$ cat config.mk
export PLATFORM = sky130hd
export DESIGN_NAME = digit_serial_adder
export DESIGN_NICKNAME = d
export VERILOG_FILES = /design/src/rtl/digit_serial_adder.sv
export SDC_FILE = /design/constraint.sdc
export NUM_CORES = 1
export LEC_CHECK = 0
export BUFFER_PORTS_ARGS = -buffer_cell sky130_fd_sc_hd__buf_4
export CORE_MARGIN = 1
export CORE_UTILIZATION = 45
export DETAILED_ROUTE_END_ITERATION = 10
export GPL_TIMING_DRIVEN = 0
export PLACE_DENSITY = 0.77
export SETUP_SLACK_MARGIN = 0.1
export SLEW_MARGIN = 20
export SYNTH_ARGS = -nofsm -noshare
export SYNTH_HDL_FRONTEND = slang
export SYNTH_SLANG_ARGS = --single-unit
$ cat constraint.sdc
create_clock -name clk -period 3.5 [get_ports clk]
set_clock_uncertainty 0.1 [all_clocks]
set_input_delay 0.7 -clock clk [delete_from_list [all_inputs] [get_ports clk]]
set_output_delay 0.7 -clock clk [all_outputs]
set_load 0.005 [all_outputs]
$ cat src/rtl/digit_serial_adder.sv
// Digit-serial WIDTH-bit adder: DIGIT bits per clock through one ripple slice, start/busy/done handshake.
// Optional add/subtract mode with signed overflow flag when ADD_SUB_EN is defined.
module digit_serial_adder #(
   parameter int unsigned WIDTH = 16,
   parameter int unsigned DIGIT = 4
) (
   input  logic             clk,
   input  logic             rst,
   input  logic             start,
   input  logic [WIDTH-1:0] a,
   input  logic [WIDTH-1:0] b,
   input  logic             cin,
`ifdef ADD_SUB_EN
   input  logic             sub,
`endif
   output logic             ready,
   output logic             busy,
   output logic             done,
   output logic [WIDTH-1:0] sum,
`ifdef ADD_SUB_EN
   output logic             ovf,
`endif
   output logic             cout
);

   localparam int unsigned NDIG = WIDTH / DIGIT;
   localparam int unsigned CW   = (NDIG > 1) ? $clog2(NDIG) : 1;

   typedef enum logic [1:0] {S_IDLE, S_RUN, S_DONE} state_t;

   state_t           state_q, state_d;
   logic [CW-1:0]    cnt_q, cnt_d;
   logic             carry_q, carry_d;
   logic [WIDTH-1:0] a_q, a_d, b_q, b_d, acc_q, acc_d;
   logic [WIDTH-1:0] sum_q, sum_d;
   logic             cout_q, cout_d;
   logic             ready_q, ready_d, busy_q, busy_d, done_q, done_d;
   logic             ovf_q, ovf_d;
   logic [DIGIT:0]   dig_c;
   logic [WIDTH-1:0] acc_shift_c;
   logic [WIDTH-1:0] b_load_c;
   logic             carry_load_c;

   // Single DIGIT-bit ripple slice over the low digit of the operand shift registers
   always_comb begin
      dig_c       = {1'b0, a_q[DIGIT-1:0]} + {1'b0, b_q[DIGIT-1:0]} + (DIGIT+1)'(carry_q);
      acc_shift_c = (acc_q >> DIGIT) | (WIDTH'(dig_c[DIGIT-1:0]) << (WIDTH - DIGIT));
   end

`ifdef ADD_SUB_EN
   assign b_load_c     = sub ? ~b : b;
   assign carry_load_c = sub ? 1'b1 : cin;
`else
   assign b_load_c     = b;
   assign carry_load_c = cin;
`endif

   always_ff @(posedge clk or posedge rst) begin
      if (rst) begin
         state_q <= S_IDLE;
         cnt_q   <= '0;
         carry_q <= 1'b0;
         a_q     <= '0;
         b_q     <= '0;
         acc_q   <= '0;
         sum_q   <= '0;
         cout_q  <= 1'b0;
         ovf_q   <= 1'b0;
         ready_q <= 1'b1;
         busy_q  <= 1'b0;
         done_q  <= 1'b0;
      end else begin
         state_q <= state_d;
         cnt_q   <= cnt_d;
         carry_q <= carry_d;
         a_q     <= a_d;
         b_q     <= b_d;
         acc_q   <= acc_d;
         sum_q   <= sum_d;
         cout_q  <= cout_d;
         ovf_q   <= ovf_d;
         ready_q <= ready_d;
         busy_q  <= busy_d;
         done_q  <= done_d;
      end
   end

   always_comb begin
      state_d = state_q;
      cnt_d   = cnt_q;
      carry_d = carry_q;
      a_d     = a_q;
      b_d     = b_q;
      acc_d   = acc_q;
      sum_d   = sum_q;
      cout_d  = cout_q;
      ovf_d   = ovf_q;

      case (state_q)
         S_IDLE, S_DONE: begin
            if (start) begin
               state_d = S_RUN;
               a_d     = a;
               b_d     = b_load_c;
               carry_d = carry_load_c;
               cnt_d   = '0;
            end else begin
               state_d = S_IDLE;
            end
         end
         S_RUN: begin
            a_d     = a_q >> DIGIT;
            b_d     = b_q >> DIGIT;
            acc_d   = acc_shift_c;
            carry_d = dig_c[DIGIT];
            cnt_d   = cnt_q + CW'(1);
            if (cnt_q == CW'(NDIG - 1)) begin
               state_d = S_DONE;
               sum_d   = acc_shift_c;
               cout_d  = dig_c[DIGIT];
               // Carry into the MSB is a^b^s at that bit; overflow when it differs from carry out
               ovf_d   = dig_c[DIGIT] ^ a_q[DIGIT-1] ^ b_q[DIGIT-1] ^ dig_c[DIGIT-1];
            end
         end
         default: state_d = S_IDLE;
      endcase

      ready_d = (state_d != S_RUN);
      busy_d  = (state_d == S_RUN);
      done_d  = (state_d == S_DONE);
   end

   assign ready = ready_q;
   assign busy  = busy_q;
   assign done  = done_q;
   assign sum   = sum_q;
   assign cout  = cout_q;
`ifdef ADD_SUB_EN
   assign ovf   = ovf_q;
`else
   logic unused_ovf;
   assign unused_ovf = ovf_q;
`endif

endmodule

# Word-level counts from Yosys, hierarchy flattened
# Cells that the tools add are included.
dict set report word_totals {
  register_bits 73
  wordCells 38
}
dict set report op_classes {
  addsub 3
  eq_ne 7
  muxes 11
  bitwise_logic 1
  reduce_logical 5
}
# cell count
set ops {}
lappend ops {{$pmux W16 S2} 2}
lappend ops {{$mux W16} 2}
lappend ops {{$or A12 B16 Y16} 1}
lappend ops {{$pmux W2 S2} 2}
lappend ops {{$eq A2 B2 Y1 const B} 3}
lappend ops {{$add A4 B4 Y5} 1}
lappend ops {{$add A5 B1 Y5} 1}
lappend ops {{$eq A2 B1 Y1 const B} 2}
lappend ops {{$mux W2} 2}
lappend ops {{$reduce_and A2 Y1} 2}
lappend ops {{$add A2 B1 Y2 const B} 1}
lappend ops {{$logic_not A2 Y1} 1}
lappend ops {{$mux W1} 2}
lappend ops {{$ne A2 B1 Y1 const B} 1}
lappend ops {{$ne A2 B2 Y1 const B} 1}
lappend ops {{$pmux W1 S2} 1}
lappend ops {{$reduce_bool A2 Y1} 1}
lappend ops {{$reduce_or A2 Y1} 1}

# Logic depth before layout (Yosys ltp)
dict set report depth {
  depth_word 4
  mapped_depth 7
}

# Worst setup path after synthesis
# No wires, ideal clock.
dict set report synth_path {
  kind {register to register}
  startpoint {reg carry_q}
  endpoint {reg carry_q}
  setup_ns 0.130
  t_arrival_ns 1.480
  required_ns 3.270
  setup_slack_ns 1.790
  path_stages_with_launch 8
  cell_sequence {dfrtp_1 fa_1 inv_1 fa_1 inv_1 a21o_1 a21oi_1 o21ai_0}
}
dict set report synth_between {
  elab_chain_cells 2
}
# element line
set synth_lines {}
lappend synth_lines {{start, declared} 33} ;# logic carry_q, carry_d;
lappend synth_lines {{start signal, assigned} 75} ;# carry_q <= carry_d;
lappend synth_lines {{$add A5 B1 Y5} 46} ;# dig_c = {1'b0, a_q[DIGIT-1:0]} + {1'b0, b_q[DIGIT-1:0]} + (DIGIT+1)'(carry_q);
lappend synth_lines {{$pmux W1 S2} 99} ;# case (state_q)
# Every way passes these cells.
# A chain may end at the register's enable or synchronous reset.

# Final worst setup path
# Same ends and word-level chain as after synthesis.

==> out/qor.yml <==
cts:
  cts_buffers: 9
  clkTransAtPathRegs_ps: 60
  cts_tree: "yes"
  clkLatencyLatePin_ps: 350
  clock_path_buffers: 2
  numClockSinks: 69
  postCtsHoldBufs: 0
  cts.repair.resized: 0
  post-cts-setup-buffer-count: 0
  cts.root.buffer_cell: "clkbuf_8"
  htreeDepth: 3
detailed_routing:
  initialDrtViolationCount: 107
  wl_um: 5790
  num_vias: 2012
  ant_nets: 0
  drtPass1Iterations: 4
  via_per_inst: 5.04
  drc: 0
  wl_per_cell_um: 14.5
synth:
  synth_cell_types: 27
  syn_area_um2: 2940
  ys_seq_elements: 69
  yosysSeqAreaShare_pct: 58.8
  ys_warn_count: 0
  syn_nets: 294
  netlist_instances: 252
  syn_area_per_cell_um2: 11.7
finish:
  instances_no_fill: 399
  multiInputGateArea_um2: 1090
  ff_latch_area_um2: 1730
  area_growth_pct: 23.7
  diodes: 0
  fillers: 551
  layout.nets: 361
  drive_above_1_share_pct: 29.2
setup_path:
  worstSetupStartpointType: "register"
  worstPathCellList: "fa_1 -> inv_1 -> fa_1 -> inv_1 -> a21o_1 -> a21oi_1 -> o21ai_0"
  max_stage_delay_ps: 450
  path_buf_inv: 2
  cp_data_arrival_time_ps: 2000
  critPathLaunch: "carry_q"
  reg2reg_from: "carry_q"
  endpoint_kind: "register"
  path_delay_family: "adder cells"
  worstPathRequired_ps: 3620
  crit_slowest_cell: "fa_1"
  crit_type: "reg2reg"
  worst-path-max-fanout: 2
sta:
  rsz0062_at_grt: "no"
  max_freq_mhz: 532
  finalHoldViolations: 0
  relSlewSlack_pct: 70.2
  min_period_ps: 1880
  tns_ps: 0
  setup_viol: 0
  finalCritPeriodShare_pct: 53.7
  tightestPinTransition_ps: 447
  drv_slew: 0
global_routing:
  track_usage_pct: 19.1
  grt_pass1_wl_um: 9290
  grt_pass1_vias: 1976
  grt_antenna_before_repair: 0
  grt-ovfl-total: 0
  grt_max_degree: 44
floorplanning:
  die_h_um: 82.8
  initial_core_util_pct: 46.5
  die_area_um2: 6850
  coreArea_um2: 6310
  die_w_um: 82.8
  num_io_pins: 56
  fp-row-count: 29
job:
  max_cap_viol_count: 0
worst_hold_path:
  hp-class: "in2async"
placement:
  gp_congestion: 0.799
  hpwl_um: 4210
  place_inst: 385
  portBuffers: 55
pwr:
  power_frac_comb_pct: 39.7
  vdd_drop_max_uv: 460
  p_clk_share_pct: 17.8
  power_per_cell_area_nw_per_um2: 865
  power_frac_seq_pct: 42.5
  switching_share_pct: 35.2
  p_leak_uw: 0.00181
  p_sw_uw: 1110
  p_int_uw: 2040
outcome:
  status: "complete, no violations"
cells by family after synthesis:
| group | after synthesis | share of synthesized area, % |
|---|---|---|
| AO/OA/AOI/OAI | 51 | 10.3 |
| XOR/XNOR | 2 | 0.597 |
| adder cells (fa/ha/maj) | 6 | 3.07 |
| buffers and inverters | 23 | 4.09 |
| flip-flops | 69 | 58.8 |
| multiplexers | 35 | 13.6 |
| AND/OR/NAND/NOR | 66 | 9.50 |
Yosys cell counts, drive strengths merged:
master	n	share of area, %
nor2	3	0.38
nor2b	2	0.68
mux2i	22	7.5
nand2b	1	0.21
nand2	60	8.2
clkbuf	4	0.51
a21oi	4	0.68
mux2	13	6.1
a21o	2	0.51
fa	2	1.4
ha	4	1.7
xor2	2	0.60
dfrtp	68	58
o21ai	33	5.6
a22o	9	2.7
dfstp	1	0.89
a22oi	1	0.26
buf	11	2.5
inv	8	1.1
o21bai	2	0.51
per-stage QoR:
stage	worst slack (ps)	power (µW)	util, %	hold WS [ps]	area, µm²
6_report	1620	3140	57.6	233	3630
5_1_grt	1500	3380	57.6	260	3630
4_1_cts	1610	3190	57.6	230	3630
3_5_place_dp	1600	2620	54.9	364	3470
3_3_place_gp	162	2550	54.6	359	3450
2_1_floorplan	962	2160	-	346	2940
cell usage in the layout (no fill, tap or decap), types with 2 or more instances in the layout:
master	synthesis	final
dfrtp_1	68	68
nand2_1	59	59
buf_4	2	57
o21ai_0	26	26
mux2i_1	22	22
clkbuf_8	0	11
mux2_4	9	9
a22o_1	9	9
buf_2	7	7
o21ai_1	7	7
inv_1	7	6
clkbuf_1	4	5
mux2_1	4	4
a21oi_1	4	4
ha_1	4	4
nor2_1	3	3
buf_6	2	2
inv_4	1	2
xor2_1	2	2
o21bai_1	2	2
a21o_1	2	2
fa_1	2	2
clkinv_2	0	2
layer usage:
| metal | track usage [%] | vias to the layer above | wire length [µm] |
|---|---|---|---|
| met3 | 7.98 | 6 | 382 |
| met4 | 5.69 | 0 | 60 |
| met5 | 0 | - | 0 |
| met1 | 22.2 | 964 | 2530 |
| li1 | - | 978 | - |
| met2 | 32.1 | 64 | 2820 |
sequential cells by signal, summed over array words and instances (netlist names):
signal   flops
acc_q       12
busy         1
state_q      2
ready        1
b_q         16
sum         16
cout         1
carry_q      1
a_q         16
cnt_q        2
done         1
path summary, 6_finish.rpt:
| kind | to | slack, ps | depth (start not counted) |
|---|---|---|---|
| worst max-delay path | carry_q | 1620 | 7 |
| worst min-delay path | sum[8] | 230 | 2 |
| worst max register to register | carry_q | 1620 | 7 |
| worst min register to register | acc_q[5] | 380 | 2 |
| max in group asynchronous | ready | 2470 | 3 |
| min in group clk | acc_q[5] | 380 | 2 |
worst register-to-register path, delay by kind of cell (launching register included):
| kind | cells | cell delay (ps) |
|---|---|---|
| adders and majority gates | 2 | 670 |
| AOI/OAI and AO/OA | 3 | 440 |
| DFF | 1 | 400 |
| buffers and inverters | 2 | 140 |
power groups by stage:
stage                     Clock [µW]  Combinational, µW  Sequential [µW]
after floorplan                    0                850             1310
after global placement             0               1210             1340
after detailed placement           0               1260             1350
after CTS                        578               1270             1340
after global routing             601               1400             1380
final                            560               1250             1340
area by class of cell:
cell class	instances	share of cell area, %
clock inverter	2	0.275
sequential	69	47.6
multi-input combinational	160	30.0
tap	77	2.65
inverter	8	0.964
timing repair buffer	56	11.9
clock buffer	12	4.27
buffer	15	2.41
Note: power is estimated with default switching activity, not from simulation.
